[src/rtl/ram_read_streamer.sv]
// Streams single-word reads from a 1-cycle registered-read RAM into a 3-deep
// response FIFO, forwarding same-cycle writes so each read sees the RAM as of acceptance.
module ram_read_streamer #(
    parameter int ADDR_WIDTH = 10,
    parameter int DATA_WIDTH = 64
) (
    input  logic                  clock,
    input  logic                  reset,
    input  logic                  req_valid,
    output logic                  req_ready,
    input  logic [ADDR_WIDTH-1:0] req_addr,
    output logic                  resp_valid,
    input  logic                  resp_ready,
    output logic [DATA_WIDTH-1:0] resp_data,
    output logic                  ram_ren,
    output logic [ADDR_WIDTH-1:0] ram_raddr,
    input  logic [DATA_WIDTH-1:0] ram_dout,
    input  logic                  ram_wen,
    input  logic [ADDR_WIDTH-1:0] ram_waddr,
    input  logic [DATA_WIDTH-1:0] ram_din
);

    // Handshakes: a transfer happens on a rising edge where valid and ready are both 1.
    // req_ready depends only on registered occupancy (and reset); resp_valid only on FIFO count.
    logic                  in_flight;
    logic                  coll_flag;
    logic [DATA_WIDTH-1:0] coll_data;
    logic [DATA_WIDTH-1:0] fifo_mem [3];
    logic [1:0]            wr_ptr;
    logic [1:0]            rd_ptr;
    logic [1:0]            count;
    logic [2:0]            occupancy;
    logic                  accept;
    logic                  capture;
    logic                  pop;
    logic [DATA_WIDTH-1:0] capture_word;

    function automatic logic [1:0] ptr_inc(input logic [1:0] p);
        return (p == 2'd2) ? 2'd0 : p + 2'd1;
    endfunction

    assign occupancy    = {2'b00, in_flight} + {1'b0, count};
    assign req_ready    = reset && (occupancy < 3'd3);
    assign accept       = req_valid && req_ready;
    assign capture      = in_flight;
    assign resp_valid   = (count != 2'd0);
    assign pop          = resp_valid && resp_ready;
    assign resp_data    = fifo_mem[rd_ptr];
    assign ram_ren      = accept;
    assign ram_raddr    = req_addr;
    assign capture_word = coll_flag ? coll_data : ram_dout;

    always_ff @(posedge clock or negedge reset) begin
        if (!reset) begin
            in_flight <= 1'b0;
            coll_flag <= 1'b0;
            wr_ptr    <= 2'd0;
            rd_ptr    <= 2'd0;
            count     <= 2'd0;
        end else begin
            in_flight <= accept;
            // A write to the address being read wins over the RAM's pre-write value.
            coll_flag <= accept && ram_wen && (ram_waddr == req_addr);
            if (capture) wr_ptr <= ptr_inc(wr_ptr);
            if (pop)     rd_ptr <= ptr_inc(rd_ptr);
            case ({capture, pop})
                2'b10:   count <= count + 2'd1;
                2'b01:   count <= count - 2'd1;
                default: count <= count;
            endcase
        end
    end

    // Data paths carry no reset; validity is tracked by the flags above.
    always_ff @(posedge clock) begin
        if (accept)  coll_data        <= ram_din;
        if (capture) fifo_mem[wr_ptr] <= capture_word;
    end

endmodule

[config.mk]
export PLATFORM = sky130hd
export DESIGN_NAME = ram_read_streamer
export DESIGN_NICKNAME = d
export VERILOG_FILES = /design/src/rtl/ram_read_streamer.sv
export SDC_FILE = /design/constraint.sdc
export NUM_CORES = 1
export LEC_CHECK = 0
export CORE_MARGIN = 2
export CORE_UTILIZATION = 54
export DETAILED_ROUTE_END_ITERATION = 8
export GPL_TIMING_DRIVEN = 0
export PLACE_DENSITY_LB_ADDON = 0.1
export SYNTH_ARGS = -nofsm -noshare
export SYNTH_HDL_FRONTEND = slang
export SYNTH_SLANG_ARGS = --single-unit
[constraint.sdc]
create_clock -name clock -period 10.8 [get_ports clock]
set_input_delay 3.24 -clock clock [delete_from_list [all_inputs] [get_ports clock]]
set_output_delay 3.24 -clock clock [all_outputs]
set_load 0.05 [all_outputs]
==> flow_summary.yaml, run 1 <==
cts:
  cts_sinks: 264
  clk_pin_slew_worst_paths_ns: 0.06
  cts_resized: 0
  cts_buffer_depth: 3
  postCtsHoldBufs: 0
  post-cts-setup-buffers: 0
  clock_latency_ns: 0.52
  cts_tree: "yes"
  cts_buffers: 27
  cts-root-buf: "clkbuf_16"
  cts_max_level: 1
sta:
  setup_slack_ns: 1.58
  max_freq_ghz: 0.108
  relSlewSlack_pct: 38.6
  whs_ns: 0.530
  hold_violations: 0
  tns_ns: 0
  setup_viol: 0
  min_period_ns: 9.22
  fin_skew_ns: 0.0121
  slew_viol_final: 0
  rsz0062_at_grt: "no"
  tightest_slew_ns: 0.921
  timing.final.crit_share_pct: 85.4
synthesis:
  synth_top_area_cell: "edfxtp_1"
  syn-cell-area_sq_um: 10400
  synthArstFlopShare_pct: 3.03
  synthTopCellsByArea: "edfxtp_1, mux2_2, mux2i_1, nand2_1, dfrtp_1"
  yosysWarningCount: 0
  ys.flop_type: "edfxtp_1"
  synth_cell_types: 27
  yosysSeqAreaShare_pct: 75.6
  synth_seq_cells: 264
  synth_top_cell_area_share_pct: 73.6
  synthCells: 598
  syn_avg_cell_area_sq_um: 17.5
  synth_enable_flop_cells: 256
  syn_nets: 754
grt:
  grt.total_usage_pct: 21.2
  antenna_found_initial: 0
  grt_pass1_vias: 6337
  grt_max_degree: 67
  grt_pass1_wl_microns: 32900
  gr-total-overflow: 0
layout:
  syn2layout_area_growth_pct: 35.9
  final_cell_area_sq_um: 14200
  layout_commonest_cell: "edfxtp_1"
  nets: 1028
  final_cell_mix: "edfxtp_1, clkdlybuf4s50_1, nand2_1"
  drive_above_1_share_pct: 17.7
  fillers: 1145
placed_design:
  place_congestion: 0.720
  io_buffers: 229
  dpl-instance-area_sq_um: 13300
  dpl.hpwl_microns: 14600
  pre_cts_slack_ns: 1.50
job:
  cap_violations: 0
setup_path:
  worst-path-max-fanout: 66
  cpPeakStageDelay_ns: 0.95
  cp-end-kind: "output port"
  arrival_ns: 5.98
  crit_buf_inv: 3
  critPathKind: "primary input to output port"
  crit_family: "buffers and inverters"
  critical_path.startpoint: "reset"
  cp.required_ns: 7.56
  crit_path_top_delay_cell: "clkdlybuf4s50_1"
  path_cells: "clkdlybuf4s50_1 > nand4b_1 > inv_4 > clkdlybuf4s50_1"
  critPathLaunchType: "primary input"
  critPathMostFrequentCell: "clkdlybuf4s50_1"
  r2r-start: "count[0]$_DFFE_PN0P_"
die:
  die_y_microns: 143
  chipWidth_microns: 143
  start_util_pct: 55.4
  core.rowCount: 50
  die_area_sq_um: 20500
  io-pin-count: 230
  coreArea_sq_um: 18800
power:
  leakagePower_nw: 4.90
  vdd_ir_drop_max_mv: 0.167
  power_density_nw_per_um2: 253
detailed_routing:
  drtIter0Drc: 330
  num_vias: 5986
  routedWlPerCell_microns: 18.8
  wl_microns: 21700
  ant_nets: 0
  drc: 0
  vias_per_cell: 5.19
  drt_pre_antenna_iters: 4
min_path:
  min-delay-start: "count[1]$_DFFE_PN0P_"
  min_path_type: "flop to flop"
status:
  outcome: "finished clean"
cells by family after synthesis:
family                   Yosys count  share of synthesized area [%]
flip-flops                       264                           75.6
buffers and inverters             42                           3.37
XOR/XNOR                          13                           1.09
AO/OA/AOI/OAI                     69                           3.40
adder cells (fa/ha/maj)            3                          0.360
AND/OR/NAND/NOR                   79                           3.19
multiplexers                     128                           13.0
cell usage after synthesis, types with 2 or more instances:
cell type and number:
a21o_1 4, buf_12 4, buf_2 7, buf_4 12, buf_6 10, clkbuf_1 6
dfrtp_1 8, edfxtp_1 256, ha_1 3, inv_1 3, mux2_2 64, mux2i_1 64
nand2_1 66, nand4_1 2, nor2_1 2, nor3b_1 2, o21ai_0 36, o21ai_1 29
xnor2_1 12
worst reg2reg max path: cells and delay by family, from the launching register on:
kind	cells	cell delay (ns)
buf+inv	1	0.75
fa+ha+maj	2	0.49
flops	1	0.44
simple gates	2	0.28
layout make-up:
cell class	instances	area (sq um)	share of cell area [%]
Timing Repair Buffer	245	2520	17.7
Multi-Input combinational cell	292	2220	15.6
Tap cell	260	325	2.29
Clock inverter	13	146	1.03
Sequential cell	264	7890	55.6
Inverter	3	13.8	0.0970
Buffer	39	340	2.40
Antenna cell	1	2.50	0.0176
Clock buffer	36	739	5.21
sequential cells by signal (all words and copies together) (netlist names):
| name | flops |
|---|---|
| coll_flag | 1 |
| wr_ptr | 2 |
| coll_data | 64 |
| capture | 1 |
| count | 2 |
| fifo_mem | 192 |
| rd_ptr | 2 |
per-layer routing:
layer  vias up  track usage [%]  routed length [microns]
li1       2812                -                        -
met1      2961             26.5                     8680
met2       184             38.0                    11300
met3        29             4.39                     1360
met4         0             5.05                      378
met5         -                0                        0
stage by stage:
step	cells	util (%)	total power, mW
2_1_floorplan	598	-	2.21
3_3_place_gp	1087	69.3	2.66
3_5_place_dp	1103	70.6	2.69
4_1_cts	1152	75.3	3.61
5_1_grt	1152	75.3	3.72
6_report	1153	75.4	3.59
final timing paths:
check,end,slack [ns],depth (start not counted)
hold / removal,count[1]$_DFFE_PN0P_,0.53,1
setup / recovery,ram_ren,1.58,4
min in group asynchronous,count[1]$_DFFE_PN0P_,3.03,1
hold reg to reg,count[1]$_DFFE_PN0P_,0.53,1
max in group asynchronous,rd_ptr[0]$_DFFE_PN0P_,7.45,1
setup reg to reg,coll_data[44]$_DFFE_PP_,8.43,5
power breakdown:
group	internal, mW	total (mW)	switching (mW)
Clock	0.552	0.923	0.371
Sequential	1.28	1.32	0.0405
Combinational	0.478	1.35	0.869
Power figures use the tool's default switching activity.
==> run 2: changes to the inputs <==
--- a/config.mk
+++ b/config.mk
@@ -6,7 +6,7 @@
 export NUM_CORES = 1
 export LEC_CHECK = 0
 export CORE_MARGIN = 2
-export CORE_UTILIZATION = 54
+export CORE_UTILIZATION = 51
 export DETAILED_ROUTE_END_ITERATION = 8
 export GPL_TIMING_DRIVEN = 0
 export PLACE_DENSITY_LB_ADDON = 0.1
==> constraint.sdc (replaced) <==
create_clock -name clock -period 10.2 [get_ports clock]
set_input_delay 3.06 -clock clock [delete_from_list [all_inputs] [get_ports clock]]
set_output_delay 3.06 -clock clock [all_outputs]
set_load 0.05 [all_outputs]
==> run 2 against run 1 <==
  * Global-route usage down 1.7 points
  * Die area up 5.7%
  * Critical path type unchanged
  * First-iteration DRC count down 15%
==> flow_summary.yaml, run 2 (synthesis results as in run 1) <==
sta:
  tns_ns: 0
  slew_viol_final: 0
  relSlewSlack_pct: 38.5
  rsz0062_at_grt: "no"
  tightest_slew_ns: 0.923
  max_freq_ghz: 0.114
  fin_skew_ns: 0.0140
  setup_viol: 0
  hold_violations: 0
  timing.final.crit_share_pct: 86.4
  min_period_ns: 8.81
detailed_routing:
  drc: 0
  ant_nets: 0
  vias_per_cell: 5.12
  routedWlPerCell_microns: 18.4
  drtIter0Drc: 279
  drt_pre_antenna_iters: 4
  wl_microns: 21300
  num_vias: 5950
status:
  outcome: "finished clean"
layout:
  diodes: 0
  final_cell_mix: "edfxtp_1, clkdlybuf4s50_1, nand2_1"
  layout_commonest_cell: "edfxtp_1"
  largest_register: "fifo_mem"
  largest_reg_flops: 192
  largest_registers: "fifo_mem (192), coll_data (64)"
  nets: 1027
  fillers: 1357
  drive_above_1_share_pct: 17.6
  stdcell_count: 1162
  final_cell_area_sq_um: 14100
  syn2layout_area_growth_pct: 35.2
cts:
  cts_buffers: 27
  cts_resized: 0
  postCtsHoldBufs: 0
  post-cts-setup-buffers: 0
  clk_pin_slew_worst_paths_ns: 0.06
  clock_latency_ns: 0.53
  cts_tree: "yes"
  cts_sinks: 264
  cts-root-buf: "clkbuf_16"
  cts_buffer_depth: 3
  cts_max_level: 1
min_path:
  min-delay-start: "count[1]$_DFFE_PN0P_"
  holdPathEnd: "count[1]$_DFFE_PN0P_"
  hold_path_depth: 1
  min_path_type: "flop to flop"
power:
  sw_frac_of_total_pct: 36.1
  p_clk_share_pct: 24.4
  power.share.combinational_pct: 38.3
  power.total_mw: 3.73
  p_int_mw: 2.38
  seqPwrFrac_pct: 37.3
  power_density_nw_per_um2: 264
  vdd_ir_drop_max_mv: 0.181
  p_sw_mw: 1.35
  leakagePower_nw: 4.88
setup_path:
  r2r-end: "coll_data[20]$_DFFE_PP_"
  r2r_cells: 5
  critical_path.startpoint: "reset"
  r2r_setup_slack_ns: 7.87
  cp.required_ns: 7.14
  arrival_ns: 5.75
  r2r-start: "count[0]$_DFFE_PN0P_"
  worst-path-max-fanout: 66
  critPathLaunchType: "primary input"
  cp-end-kind: "output port"
  critPathKind: "primary input to output port"
die:
  io-pin-count: 230
  core.rowCount: 52
  start_util_pct: 51.8
  coreArea_sq_um: 20200
  die_y_microns: 147
  chipWidth_microns: 147
  die_area_sq_um: 21600
grt:
  antenna_found_initial: 0
  grt_pass1_vias: 6323
  gr-total-overflow: 0
  grt.total_usage_pct: 19.5
  grt_max_degree: 67
  grt_pass1_wl_microns: 33000
placed_design:
  dpl-instance-area_sq_um: 13300
  dp.cells: 1112
  dpl.hpwl_microns: 14700
  place_congestion: 0.723
  io_buffers: 229
job:
  cap_violations: 0
==> run 2: cell types whose count changed in the layout (fill, tap and decap cells not counted), moves of 2 or more <==
cell | previous run | this run
clkinv_1 | 4 | 7
bufinv_16 | 3 | 1
clkinv_2 | 3 | 7
clkbuf_1 | 12 | 10
buf_8 | 5 | 3
clkinvlp_4 | 2 | 0
==> run 2: how the worst max path moves through the flow <==
stage / to / cells past startpoint / slack, ns
floorplan: ram_ren / 2 / 2.41
global placement: ram_ren / 4 / 0.06
detailed placement: ram_ren / 4 / 1.32
CTS: ram_ren / 4 / 1.32
global route: ram_ren / 4 / 1.16
finish: ram_ren / 4 / 1.39
==> run 2: area by class of cell <==
class / count / area [sq um] / share of cell area [%]
Buffer: 39 / 340 / 2.41
Clock buffer: 34 / 732 / 5.18
Inverter: 3 / 13.8 / 0.0975
Clock inverter: 16 / 100 / 0.709
Multi-Input combinational cell: 292 / 2220 / 15.7
Sequential cell: 264 / 7890 / 55.9
Timing Repair Buffer: 244 / 2490 / 17.6
Tap cell: 270 / 338 / 2.39
==> run 2: layer usage <==
layer  routed length, microns  global-route usage (%)  part of all wire, %
met5                        0                       0                    0
met4                      392                    5.19                  1.8
met3                     1450                    3.82                  6.8
met2                    11100                    35.2                   52
met1                     8440                    24.2                   40
==> run 2: per-stage QoR <==
stage / setup WS, ns / util [%] / hold WS (ns)
3_3_place_gp: 0.0611 / 64.8 / 0.497
6_report: 1.39 / 70.0 / 0.536
2_1_floorplan: 2.41 / - / 0.483
3_5_place_dp: 1.32 / 65.9 / 0.522
4_1_cts: 1.32 / 70.0 / 0.536
5_1_grt: 1.16 / 70.0 / 0.565
==> run 2: critical path, cell delays in order <==
cell and delay, ns:
clkdlybuf4s50_1 0.72, nand4b_1 0.25, inv_4 0.73, clkdlybuf4s50_1 0.96
==> run 2: power groups by stage <==
| stage | combinational [mW] | sequential, mW | clock, mW |
|---|---|---|---|
| 2_1_floorplan | 0.928 | 1.42 | 0 |
| 3_3_place_gp | 1.39 | 1.43 | 0 |
| 3_5_place_dp | 1.44 | 1.42 | 0 |
| 4_1_cts | 1.44 | 1.39 | 0.931 |
| 5_1_grt | 1.50 | 1.40 | 0.976 |
| 6_report | 1.43 | 1.39 | 0.912 |
